<file path="src/rtl/mem_port_arbiter_pkg.sv">
// Shared types and constants for the I/D memory port arbiter.
package mem_arb_pkg;

  // Transaction phases: wait for a requester, drive the memory, report back.
  typedef enum logic [1:0] {
    IDLE  = 2'd0,
    ISSUE = 2'd1,
    RESP  = 2'd2
  } arb_state_t;

  // Access sizes as carried on D_SIZE / M_SIZE.
  localparam logic [1:0] SZ_BYTE = 2'b00;
  localparam logic [1:0] SZ_HALF = 2'b01;
  localparam logic [1:0] SZ_WORD = 2'b10;

  // Fields presented to the backing memory for one access.
  typedef struct packed {
    logic        we;
    logic [31:0] addr;
    logic [31:0] wdata;
    logic [1:0]  size;
    logic        sign;
  } mem_req_t;

  // Instruction fetches are always plain word reads.
  function automatic mem_req_t ifetch_req(input logic [31:0] addr);
    mem_req_t r;
    r.we    = 1'b0;
    r.addr  = addr;
    r.wdata = 32'h0;
    r.size  = SZ_WORD;
    r.sign  = 1'b0;
    return r;
  endfunction

endpackage

</file>
<file path="src/rtl/mem_port_arbiter_if.sv">
// Requester, memory and status signals of the arbiter, bundled.
// slave  : arbiter view.
// master : environment view (requesters, memory, observers).
interface mem_port_arbiter_if;

  // Instruction-fetch requester
  logic        I_REQ;
  logic [31:0] I_ADDR;
  logic        I_ACK;
  logic [31:0] I_RDATA;

  // Data-memory requester
  logic        D_REQ;
  logic        D_WE;
  logic [31:0] D_ADDR;
  logic [31:0] D_WDATA;
  logic [1:0]  D_SIZE;
  logic        D_SIGN;
  logic        D_ACK;
  logic [31:0] D_RDATA;

  // Backing memory
  logic        M_REQ;
  logic        M_WE;
  logic [31:0] M_ADDR;
  logic [31:0] M_WDATA;
  logic [1:0]  M_SIZE;
  logic        M_SIGN;
  logic        M_ACK;
  logic [31:0] M_RDATA;

  // Status
  logic        GRANT_D;
  logic        BUSY;
  logic        ERR;

  modport slave (
    input  I_REQ, I_ADDR,
    output I_ACK, I_RDATA,
    input  D_REQ, D_WE, D_ADDR, D_WDATA, D_SIZE, D_SIGN,
    output D_ACK, D_RDATA,
    output M_REQ, M_WE, M_ADDR, M_WDATA, M_SIZE, M_SIGN,
    input  M_ACK, M_RDATA,
    output GRANT_D, BUSY, ERR
  );

  modport master (
    output I_REQ, I_ADDR,
    input  I_ACK, I_RDATA,
    output D_REQ, D_WE, D_ADDR, D_WDATA, D_SIZE, D_SIGN,
    input  D_ACK, D_RDATA,
    input  M_REQ, M_WE, M_ADDR, M_WDATA, M_SIZE, M_SIGN,
    output M_ACK, M_RDATA,
    input  GRANT_D, BUSY, ERR
  );

endinterface

</file>
<file path="src/rtl/mem_port_arbiter_prio.sv">
// Grant decision: D wins unless I has already waited through
// MAX_D_STREAK consecutive D grants, in which case I is forced.
module arb_priority_sel #(
  parameter int MAX_D_STREAK = 4,
  parameter int STRK_W       = 3
) (
  input  logic              i_req,
  input  logic              d_req,
  input  logic [STRK_W-1:0] d_streak,
  output logic              grant_d,
  output logic              grant_any
);

  localparam logic [STRK_W-1:0] STRK_MAX = STRK_W'(MAX_D_STREAK);

  // Pure combinational pick; registered by the top on the grant edge.
  always_comb begin
    grant_any = i_req | d_req;
    grant_d   = d_req & (~i_req | (d_streak < STRK_MAX));
  end

endmodule

</file>
<file path="src/rtl/mem_port_arbiter.sv">
// Shares a single-ported memory between instruction fetch (I) and data (D).
// One transaction in flight; D has priority with a bounded I starvation
// guard; an optional watchdog aborts accesses the memory never acknowledges.
// Every output comes straight from a flop.
import mem_arb_pkg::*;

module mem_port_arbiter #(
  parameter int MAX_D_STREAK = 4,
  parameter int TIMEOUT_CYC  = 64,
  parameter int CNT_W        = 8
) (
  input  logic               CLK,
  input  logic               RESET_N,
  mem_port_arbiter_if.slave  bus
);

  localparam int STRK_W = $clog2(MAX_D_STREAK + 1);
  localparam logic [STRK_W-1:0] STRK_MAX = STRK_W'(MAX_D_STREAK);
  localparam logic [CNT_W-1:0]  TC_LAST  = CNT_W'(TIMEOUT_CYC - 1);
  localparam bit                WDOG_EN  = (TIMEOUT_CYC != 0);

  arb_state_t        state;
  logic [STRK_W-1:0] d_streak;
  logic [CNT_W-1:0]  tcnt;

  mem_req_t    m_q;
  logic        m_req_q;
  logic        grant_d_q;
  logic        busy_q;
  logic        err_q;
  logic        i_ack_q;
  logic        d_ack_q;
  logic [31:0] i_rdata_q;
  logic [31:0] d_rdata_q;

  mem_req_t    d_fields;
  mem_req_t    i_fields;
  logic        grant_d;
  logic        grant_any;
  logic        timeout_hit;

  // Candidate requests as they would be presented to memory.
  always_comb begin
    d_fields.we    = bus.D_WE;
    d_fields.addr  = bus.D_ADDR;
    d_fields.wdata = bus.D_WDATA;
    d_fields.size  = bus.D_SIZE;
    d_fields.sign  = bus.D_SIGN;
    i_fields       = ifetch_req(bus.I_ADDR);
    timeout_hit    = WDOG_EN && (tcnt == TC_LAST);
  end

  arb_priority_sel #(
    .MAX_D_STREAK (MAX_D_STREAK),
    .STRK_W       (STRK_W)
  ) u_sel (
    .i_req     (bus.I_REQ),
    .d_req     (bus.D_REQ),
    .d_streak  (d_streak),
    .grant_d   (grant_d),
    .grant_any (grant_any)
  );

  // Arbiter FSM with registered memory-side and requester-side outputs.
  // ACK/ERR are loaded on the ISSUE->RESP edge so they are high exactly
  // for the RESP cycle, then fall back to 0 by default.
  always_ff @(posedge CLK or negedge RESET_N) begin
    if (!RESET_N) begin
      state     <= IDLE;
      d_streak  <= '0;
      tcnt      <= '0;
      m_q       <= '0;
      m_req_q   <= 1'b0;
      grant_d_q <= 1'b0;
      busy_q    <= 1'b0;
      err_q     <= 1'b0;
      i_ack_q   <= 1'b0;
      d_ack_q   <= 1'b0;
      i_rdata_q <= '0;
      d_rdata_q <= '0;
    end else begin
      i_ack_q <= 1'b0;
      d_ack_q <= 1'b0;
      err_q   <= 1'b0;
      case (state)
        IDLE: begin
          if (grant_any) begin
            m_q       <= grant_d ? d_fields : i_fields;
            m_req_q   <= 1'b1;
            grant_d_q <= grant_d;
            busy_q    <= 1'b1;
            state     <= ISSUE;
            // Streak only grows while I is actually being held off.
            if (grant_d && bus.I_REQ) begin
              if (d_streak != STRK_MAX) d_streak <= d_streak + 1'b1;
            end else begin
              d_streak <= '0;
            end
          end
        end
        ISSUE: begin
          tcnt <= tcnt + 1'b1;
          if (bus.M_ACK) begin
            // An ACK on the watchdog's last cycle still counts as success.
            m_req_q <= 1'b0;
            state   <= RESP;
            if (grant_d_q) begin
              d_rdata_q <= bus.M_RDATA;
              d_ack_q   <= 1'b1;
            end else begin
              i_rdata_q <= bus.M_RDATA;
              i_ack_q   <= 1'b1;
            end
          end else if (timeout_hit) begin
            m_req_q <= 1'b0;
            err_q   <= 1'b1;
            state   <= RESP;
            if (grant_d_q) begin
              d_rdata_q <= '0;
              d_ack_q   <= 1'b1;
            end else begin
              i_rdata_q <= '0;
              i_ack_q   <= 1'b1;
            end
          end
        end
        RESP: begin
          tcnt      <= '0;
          busy_q    <= 1'b0;
          grant_d_q <= 1'b0;
          state     <= IDLE;
        end
        default: state <= IDLE;
      endcase
    end
  end

  assign bus.M_REQ   = m_req_q;
  assign bus.M_WE    = m_q.we;
  assign bus.M_ADDR  = m_q.addr;
  assign bus.M_WDATA = m_q.wdata;
  assign bus.M_SIZE  = m_q.size;
  assign bus.M_SIGN  = m_q.sign;
  assign bus.I_ACK   = i_ack_q;
  assign bus.I_RDATA = i_rdata_q;
  assign bus.D_ACK   = d_ack_q;
  assign bus.D_RDATA = d_rdata_q;
  assign bus.GRANT_D = grant_d_q;
  assign bus.BUSY    = busy_q;
  assign bus.ERR     = err_q;

endmodule

</file>
<file path="src/flat_wrapper.sv">
// flat-port wrapper written by rule: the top's interface ports become plain ports
module mem_port_arbiter_flat 
#(
  parameter int MAX_D_STREAK = 4,
  parameter int TIMEOUT_CYC  = 64,
  parameter int CNT_W        = 8
)
  (CLK, RESET_N, bus_I_REQ, bus_I_ADDR, bus_I_ACK, bus_I_RDATA, bus_D_REQ, bus_D_WE, bus_D_ADDR, bus_D_WDATA, bus_D_SIZE, bus_D_SIGN, bus_D_ACK, bus_D_RDATA, bus_M_REQ, bus_M_WE, bus_M_ADDR, bus_M_WDATA, bus_M_SIZE, bus_M_SIGN, bus_M_ACK, bus_M_RDATA, bus_GRANT_D, bus_BUSY, bus_ERR);
  mem_port_arbiter_if bus_i ();
  input  logic CLK;
  input  logic RESET_N;
  input wire logic [$bits(bus_i.I_REQ)-1:0] bus_I_REQ;
  input wire logic [$bits(bus_i.I_ADDR)-1:0] bus_I_ADDR;
  output wire logic [$bits(bus_i.I_ACK)-1:0] bus_I_ACK;
  output wire logic [$bits(bus_i.I_RDATA)-1:0] bus_I_RDATA;
  input wire logic [$bits(bus_i.D_REQ)-1:0] bus_D_REQ;
  input wire logic [$bits(bus_i.D_WE)-1:0] bus_D_WE;
  input wire logic [$bits(bus_i.D_ADDR)-1:0] bus_D_ADDR;
  input wire logic [$bits(bus_i.D_WDATA)-1:0] bus_D_WDATA;
  input wire logic [$bits(bus_i.D_SIZE)-1:0] bus_D_SIZE;
  input wire logic [$bits(bus_i.D_SIGN)-1:0] bus_D_SIGN;
  output wire logic [$bits(bus_i.D_ACK)-1:0] bus_D_ACK;
  output wire logic [$bits(bus_i.D_RDATA)-1:0] bus_D_RDATA;
  output wire logic [$bits(bus_i.M_REQ)-1:0] bus_M_REQ;
  output wire logic [$bits(bus_i.M_WE)-1:0] bus_M_WE;
  output wire logic [$bits(bus_i.M_ADDR)-1:0] bus_M_ADDR;
  output wire logic [$bits(bus_i.M_WDATA)-1:0] bus_M_WDATA;
  output wire logic [$bits(bus_i.M_SIZE)-1:0] bus_M_SIZE;
  output wire logic [$bits(bus_i.M_SIGN)-1:0] bus_M_SIGN;
  input wire logic [$bits(bus_i.M_ACK)-1:0] bus_M_ACK;
  input wire logic [$bits(bus_i.M_RDATA)-1:0] bus_M_RDATA;
  output wire logic [$bits(bus_i.GRANT_D)-1:0] bus_GRANT_D;
  output wire logic [$bits(bus_i.BUSY)-1:0] bus_BUSY;
  output wire logic [$bits(bus_i.ERR)-1:0] bus_ERR;
  assign bus_i.I_REQ = bus_I_REQ;
  assign bus_i.I_ADDR = bus_I_ADDR;
  assign bus_I_ACK = bus_i.I_ACK;
  assign bus_I_RDATA = bus_i.I_RDATA;
  assign bus_i.D_REQ = bus_D_REQ;
  assign bus_i.D_WE = bus_D_WE;
  assign bus_i.D_ADDR = bus_D_ADDR;
  assign bus_i.D_WDATA = bus_D_WDATA;
  assign bus_i.D_SIZE = bus_D_SIZE;
  assign bus_i.D_SIGN = bus_D_SIGN;
  assign bus_D_ACK = bus_i.D_ACK;
  assign bus_D_RDATA = bus_i.D_RDATA;
  assign bus_M_REQ = bus_i.M_REQ;
  assign bus_M_WE = bus_i.M_WE;
  assign bus_M_ADDR = bus_i.M_ADDR;
  assign bus_M_WDATA = bus_i.M_WDATA;
  assign bus_M_SIZE = bus_i.M_SIZE;
  assign bus_M_SIGN = bus_i.M_SIGN;
  assign bus_i.M_ACK = bus_M_ACK;
  assign bus_i.M_RDATA = bus_M_RDATA;
  assign bus_GRANT_D = bus_i.GRANT_D;
  assign bus_BUSY = bus_i.BUSY;
  assign bus_ERR = bus_i.ERR;
  mem_port_arbiter #(.MAX_D_STREAK(MAX_D_STREAK), .TIMEOUT_CYC(TIMEOUT_CYC), .CNT_W(CNT_W)) u_core (.CLK(CLK), .RESET_N(RESET_N), .bus(bus_i));
endmodule
</file>
<file path="config.mk">
export PLATFORM = sky130hd
export DESIGN_NAME = mem_port_arbiter_flat
export DESIGN_NICKNAME = d
export VERILOG_FILES = /design/src/rtl/mem_port_arbiter_pkg.sv /design/src/rtl/mem_port_arbiter_if.sv /design/src/rtl/mem_port_arbiter_prio.sv /design/src/rtl/mem_port_arbiter.sv /design/src/flat_wrapper.sv
export SDC_FILE = /design/constraint.sdc
export NUM_CORES = 1
export LEC_CHECK = 0
export BUFFER_PORTS_ARGS = -buffer_cell sky130_fd_sc_hd__buf_2
export CORE_ASPECT_RATIO = 0.9
export CORE_MARGIN = 3
export CORE_UTILIZATION = 52
export DETAILED_ROUTE_END_ITERATION = 8
export HOLD_SLACK_MARGIN = 0.15
export PLACE_DENSITY = 0.86
export SLEW_MARGIN = 20
export SYNTH_ARGS = -nofsm -noshare
export SYNTH_HDL_FRONTEND = slang
export SYNTH_SLANG_ARGS = --single-unit
</file>
<file path="constraint.sdc">
create_clock -name CLK -period 4.1 [get_ports CLK]
set_input_delay 0.615 -clock CLK [delete_from_list [all_inputs] [get_ports CLK]]
set_output_delay 0.615 -clock CLK [all_outputs]
set_load 0.01 [all_outputs]
</file>
==> reports/metrics.yaml, run 1 <==
drt:
  num_vias: 5526
  drt_first_pass_iters: 5
  wl_mm: 17.6
  viasPerCell: 5.68
  antenna_left: 0
  route.detailed.drc: 0
  initialDrtViolationCount: 440
  wire_per_inst_um: 18.1
clocking:
  cts_resized: 0
  post-cts-setup-buffer-count: 0
  clkSlewWorstSetupHoldPaths_ns: 0.06
  cts_tree: "done"
  cts_buffers: 17
  htreeDepth: 4
  clockRootBuffer: "clkbuf_16"
  clk_latency_ns: 0.42
  hold_buffers: 0
  cts.sinks: 151
  cts_max_path_buffers: 2
pwr:
  swShare_pct: 35.7
  p_leak_uw: 0.00423
  p_switching_uw: 2500
  combPwrFrac_pct: 39.4
  power_density_nw_per_um2: 811
  peakVddDrop_uv: 536
  seqPwrFrac_pct: 37.2
  clkPwrFrac_pct: 23.3
  p_int_uw: 4500
final_layout:
  n_antenna_cell: 0
  register_area_sq_um: 3780
  mostFrequentLayoutCell: "buf_2"
  fill_cells: 876
  layout_common_cells: "buf_2 (273), dfrtp_1 (151), a22o_1 (99), a21o_1 (64), nand2_1 (41)"
  syn2layout_area_growth_pct: 30.4
  drive_gt1_share_pct: 39.2
  fin_nets: 944
  multi_input_area_sq_um: 2560
setup_path:
  critPathRequiredTime_ns: 4.37
  critPathArrivalTime_ns: 2.41
  rr_startpoint: "u_core.state[0]$_DFFE_PN0P_"
  startpoint: "u_core.state[0]$_DFFE_PN0P_"
  endpoint_kind: "flop"
  path_class: "reg -> reg"
  path_max_fanout: 76
  startpoint_type: "flop"
logic_synthesis:
  ys_types: 42
  postSynthCellCount: 546
  synthArstFlopShare_pct: 100
  avgSynthCellArea_sq_um: 12.1
  synth_largest_area_cell: "dfrtp_1"
  netlist_area_sq_um: 6620
  synth_ff_type: "dfrtp_1"
  synth-edff-count: 0
  synth_top_area_share_pct: 57.0
  synth-seq-cells: 151
  synth.yosys.seq_area_share_pct: 57.0
  ys_top_cells_by_area: "dfrtp_1 (57%), a22o_1 (13%), a21o_1 (7.3%)"
  synth_nets: 690
  ys_warn_count: 0
floorplan:
  dieArea_sq_um: 14100
  ios: 275
  fp-row-count: 38
  die-height_um: 113
  fp.dieW_um: 125
  coreArea_sq_um: 12300
  start_util_pct: 54.0
sta:
  finalSetupTns_ns: 0
  finalHoldViolCount: 0
  skew_ns: 0.00546
  worst_pin_slew_ns: 0.817
  min_period_over_period_pct: 52.4
  setup_viol: 0
  relSlewSlack_pct: 45.5
  hold_slack_ns: 0.251
  fmax_mhz: 465
  drv_slew: 0
  rsz0062_at_grt: "false"
  min_period_ns: 2.15
job:
  cap_violations: 0
grt:
  overflow: 0
  grt_usage_pct: 24.8
  grt_max_degree: 92
  grt_pass1_vias: 5592
  grt_pass1_wl_mm: 28.1
  antenna_found_initial: 0
worst_hold_path:
  min-delay-path-class: "in -> async"
placed_design:
  routabilityCongestion: 0.899
  numPortBuffers: 274
  dp_hpwl_mm: 12.4
outcome:
  status: "finished clean"
[cell type report]
cell class                      count  area share [%]
Multi-Input combinational cell    340            29.6
Clock inverter                     12            2.04
Timing Repair Buffer              281            16.7
Inverter                            9           0.391
Tap cell                          160            2.32
Sequential cell                   151            43.7
Clock buffer                       20            5.17
[metrics by stage]
stage                     setup WS (ns)  instance area (sq um)  cells  total power [uW]  utilization (%)
after floorplan                    2.46                   6620    546              4350                -
after global placement             1.78                   8010    941              5230             65.3
after detailed placement           1.68                   8020    941              5380             65.4
final                              1.95                   8640    973              7000             70.4
after CTS                          1.97                   8640    973              7050             70.4
after global routing               1.73                   8640    973              7420             70.4
[state kept, by name, summed over array words and instances (netlist names)]
register,cells
u_core.state,2
u_core.bus.GRANT_D,1
u_core.bus.M_SIZE,2
u_core.tcnt,8
u_core.bus.D_ACK,1
u_core.bus.M_SIGN,1
u_core.bus.I_ACK,1
u_core.bus.M_REQ,1
u_core.bus.I_RDATA,32
u_core.bus.M_WDATA,32
u_core.bus.M_WE,1
u_core.bus.M_ADDR,32
u_core.bus.BUSY,1
u_core.d_streak,3
u_core.bus.ERR,1
u_core.bus.D_RDATA,32
[power groups by stage]
stage / Combinational [uW] / Clock (uW) / Sequential, uW
floorplan: 1520 / 0 / 2820
global placement: 2660 / 0 / 2560
detailed placement: 2780 / 0 / 2600
CTS: 2790 / 1660 / 2600
global route: 3000 / 1720 / 2700
finish: 2760 / 1630 / 2610
[critical path, stage by stage, from the launching register on]
cell	delay (ns)
dfrtp_1	0.42
inv_1	0.09
ha_1	0.31
o21ai_4	0.31
buf_4	0.63
o21ai_0	0.22
[logic make-up after synthesis]
group / after synthesis / share of synthesized area (%)
flip-flops: 151 / 57.0
AO/OA/AOI/OAI: 220 / 25.6
buffers and inverters: 55 / 4.78
adder cells (fa/ha/maj): 7 / 1.32
AND/OR/NAND/NOR: 76 / 5.67
multiplexers: 37 / 5.63
[synthesized netlist by cell type, drive strengths merged, types with 2 or more instances]
cell     count
a21boi       2
a21o        64
a21oi        3
a22o        99
a32o         2
and3         3
buf         32
clkbuf      14
dfrtp      151
ha           7
inv          9
mux2         2
mux2i       35
nand2       42
nand2b       4
nand3        3
nor2         6
nor2b        3
nor3         2
nor3b        4
o211ai       4
o21ai       37
o2bb2ai      3
o31ai        2
[metal layers]
layer | GRT usage, % | vias to the layer above | wire (um)
met5 | 0 | - | 0
met4 | 9.83 | 0 | 409
met3 | 6.61 | 34 | 1290
met2 | 41.9 | 268 | 8780
met1 | 30.7 | 2697 | 7150
li1 | - | 2527 | -
[final timing paths]
check,slack [ns],end,depth (start not counted)
worst min-delay path,0.25,u_core.bus.I_RDATA[15]$_DFFE_PN0P_,1
max in group asynchronous,2.99,u_core.bus.I_RDATA[13]$_DFFE_PN0P_,2
worst max register to register,1.95,u_core.bus.M_ADDR[26]$_DFFE_PN0P_,5
worst max-delay path,1.95,u_core.bus.M_ADDR[26]$_DFFE_PN0P_,5
min in group CLK,0.41,u_core.bus.M_WDATA[22]$_DFFE_PN0P_,2
worst min register to register,0.49,u_core.bus.M_ADDR[13]$_DFFE_PN0P_,2
No activity file was read; power rests on OpenSTA's default activity.
==> run 2, diff against run 1 <==
--- a/config.mk
+++ b/config.mk
@@ -8,10 +8,10 @@
 export BUFFER_PORTS_ARGS = -buffer_cell sky130_fd_sc_hd__buf_2
 export CORE_ASPECT_RATIO = 0.9
 export CORE_MARGIN = 3
-export CORE_UTILIZATION = 52
+export CORE_UTILIZATION = 48
 export DETAILED_ROUTE_END_ITERATION = 8
 export HOLD_SLACK_MARGIN = 0.15
-export PLACE_DENSITY = 0.86
+export PLACE_DENSITY = 0.8
 export SLEW_MARGIN = 20
 export SYNTH_ARGS = -nofsm -noshare
 export SYNTH_HDL_FRONTEND = slang
==> constraint.sdc (replaced) <==
create_clock -name CLK -period 2.2 [get_ports CLK]
set_input_delay 0.33 -clock CLK [delete_from_list [all_inputs] [get_ports CLK]]
set_output_delay 0.33 -clock CLK [all_outputs]
set_load 0.01 [all_outputs]
==> reports/metrics.yaml, run 2 (synthesized netlist as in run 1, its figures left out) <==
sta:
  rsz0062_at_grt: "false"  # unchanged
  min_period_over_period_pct: 83.1  # was 52.4%
  fmax_mhz: 547  # was 465 MHz
  skew_ns: 0.0118  # was 0.00546 ns
  min_period_ns: 1.83  # was 2.15 ns
  worst_pin_slew_ns: 0.573  # was 0.817 ns
  drv_slew: 0  # unchanged
  hold_slack_ns: 0.169  # was 0.251 ns
  relSlewSlack_pct: 61.8  # was 45.5%
  setup_viol: 0  # unchanged
  finalHoldViolCount: 0  # unchanged
  finalSetupTns_ns: 0  # unchanged
placed_design:
  routabilityCongestion: 0.837  # was 0.899
  placed_cell_area_sq_um: 8120  # was 8020 sq um
  dp.cells: 954  # was 941
  dp_hpwl_mm: 12.5  # was 12.4 mm
  numPortBuffers: 274  # unchanged
setup_path:
  slowest_delay_ns: 0.44  # was 0.63 ns
  critPathArrivalTime_ns: 2.13  # was 2.41 ns
  cp_top_family: "buffers and inverters"  # unchanged
  endpoint_kind: "flop"  # unchanged
  cp_slowest_cell: "buf_4"  # unchanged
  startpoint_type: "flop"  # unchanged
  crit_buf_inv: 2  # unchanged
  path_max_fanout: 36  # was 76
  path_class: "reg -> reg"  # unchanged
  critPathRequiredTime_ns: 2.51  # was 4.37 ns
  worstPathCellList: "inv_1 > ha_1 > o21ai_4 > buf_4 > nand2_1 > o21ai_0"  # was inv_1 > ha_1 > o21ai_4 > buf_4 > o21ai_0
pwr:
  power_density_nw_per_um2: 1480  # was 811 nW/um^2
  seqPwrFrac_pct: 35.9  # was 37.2%
  peakVddDrop_uv: 839  # was 536 uV
  combPwrFrac_pct: 40.0  # was 39.4%
  clkPwrFrac_pct: 24.1  # was 23.3%
  swShare_pct: 35.8  # was 35.7%
  p_int_uw: 8640  # was 4500 uW
  p_leak_uw: 0.00444  # was 0.00423 uW
  p_switching_uw: 4830  # was 2500 uW
worst_hold_path:
  min-delay-path-class: "in -> reg"  # was in -> async
clocking:
  htreeDepth: 4  # unchanged
  post-cts-setup-buffer-count: 0  # unchanged
  cts_buffers: 17  # unchanged
  clk_latency_ns: 0.42  # about the same
  cts_max_path_buffers: 2  # unchanged
  cts.sinks: 151  # unchanged
  clkSlewWorstSetupHoldPaths_ns: 0.06  # about the same
  cts_tree: "done"  # unchanged
  clockRootBuffer: "clkbuf_16"  # unchanged
grt:
  antenna_found_initial: 0  # unchanged
  overflow: 0  # unchanged
  grt_pass1_vias: 5759  # was 5,592
  grt_pass1_wl_mm: 30.0  # was 28.1 mm
  grt_usage_pct: 24.7  # was 24.8%
  grt_max_degree: 68  # was 92
floorplan:
  coreArea_sq_um: 13400  # was 12,300 sq um
  die-height_um: 117  # was 113 um
  fp.dieW_um: 130  # was 125 um
  start_util_pct: 49.4  # was 54.0%
  ios: 275  # unchanged
  dieArea_sq_um: 15200  # was 14,100 sq um
  fp-row-count: 40  # was 38
final_layout:
  fin_area_sq_um: 9130  # was 8640 sq um
  fin_cells: 1020  # was 973
  n_antenna_cell: 0  # unchanged
  fill_cells: 959  # was 876
  drive_gt1_share_pct: 38.0  # was 39.2%
  layout_common_cells: "buf_2 (273), dfrtp_1 (151), a22o_1 (99), a21o_1 (64), nand2_1 (42)"  # was buf_2 (273), dfrtp_1 (151), a22o_1 (99), a21o_1 (64), nand2_1 (41)
  postLayoutCoreUtil_pct: 68.0  # was 70.4%
  register_area_sq_um: 3780  # unchanged
  mostFrequentLayoutCell: "buf_2"  # unchanged
  syn2layout_area_growth_pct: 37.8  # was 30.4%
  fin_nets: 983  # was 944
  multi_input_area_sq_um: 2560  # about the same
drt:
  viasPerCell: 5.62  # was 5.68
  route.detailed.drc: 0  # unchanged
  wl_mm: 18.8  # was 17.6 mm
  initialDrtViolationCount: 386  # was 440
  wl_met1_mm: 7.64  # was 7.15 mm
  drt_first_pass_iters: 4  # was 5
  highest_layer: "met4"  # unchanged
  dr_wl_met2_mm: 9.36  # was 8.78 mm
  wire_per_inst_um: 18.4  # was 18.1 um
  route.met3.wl_mm: 1.36  # was 1.29 mm
  antenna_left: 0  # unchanged
  num_vias: 5729  # was 5,526
job:
  cap_violations: 0  # unchanged
outcome:
  status: "finished clean"  # unchanged
run 2: changes by cell type in the layout (fill, tap and decap cells not counted), sizes merged:
cell,previous run,this run
clkinv,6,5
clkinvlp,2,1
clkbuf,20,19
inv,9,11
buf,281,286
dlygate4sd3,0,34
bufinv,4,5
run 2: final timing paths:
check	from	endpoint	slack [ns]	cells after the start
worst max register to register	u_core.state[0]$_DFFE_PN0P_	u_core.bus.M_ADDR[15]$_DFFE_PN0P_	0.37	6
worst min register to register	u_core.bus.M_ADDR[23]$_DFFE_PN0P_	u_core.bus.M_ADDR[23]$_DFFE_PN0P_	0.47	2
worst max-delay path	u_core.state[0]$_DFFE_PN0P_	u_core.bus.M_ADDR[15]$_DFFE_PN0P_	0.37	6
max in group asynchronous	RESET_N	u_core.bus.I_RDATA[10]$_DFFE_PN0P_	1.10	3
worst min-delay path	bus_D_SIZE[1]	u_core.bus.M_SIZE[1]$_DFFE_PN0P_	0.17	3
min in group asynchronous	RESET_N	u_core.bus.D_RDATA[0]$_DFFE_PN0P_	0.47	2
run 2: power by group through the flow:
stage	Sequential (uW)	Clock, uW	Combinational (uW)
after floorplan	5260	0	2840
final	4840	3250	5380
after global routing	5000	3420	5870
after global placement	4760	0	5140
after CTS	4810	3290	5390
after detailed placement	4830	0	5320
run 2: worst reg2reg max path, cell delays in order, from the launching register on:
cell	delay (ns)
dfrtp_1	0.41
inv_1	0.10
ha_1	0.31
o21ai_4	0.22
buf_4	0.45
nand2_1	0.12
o21ai_0	0.13
run 2: timing repair:
| action | 4_1_cts | 5_1_grt |
|---|---|---|
| hold endpoints to repair | 89 | 0 |
| hold buffers | 34 | 0 |
| gates resized for setup | 0 | 0 |
run 2: cell type report:
| cell class | instances | area share, % |
|---|---|---|
| inverter | 9 | 0.370 |
| tap | 168 | 2.30 |
| clock inverter | 13 | 2.40 |
| sequential | 151 | 41.4 |
| timing repair buffer | 320 | 20.6 |
| clock buffer | 19 | 4.85 |
| multi-input combinational | 340 | 28.0 |
run 2: per-layer routing:
| metal | up-vias | global-route usage, % |
|---|---|---|
| met5 | - | 0 |
| met4 | 0 | 8.83 |
| met3 | 37 | 6.51 |
| met2 | 279 | 40.7 |
| met1 | 2810 | 31.3 |
| li1 | 2603 | - |
run 2: stage by stage:
step           total power (uW)  setup WS [ns]
6_report                  13500          0.372
5_1_grt                   14300          0.254
4_1_cts                   13500          0.392
3_5_place_dp              10100          0.406
3_3_place_gp               9890          0.514
2_1_floorplan              8100          0.581
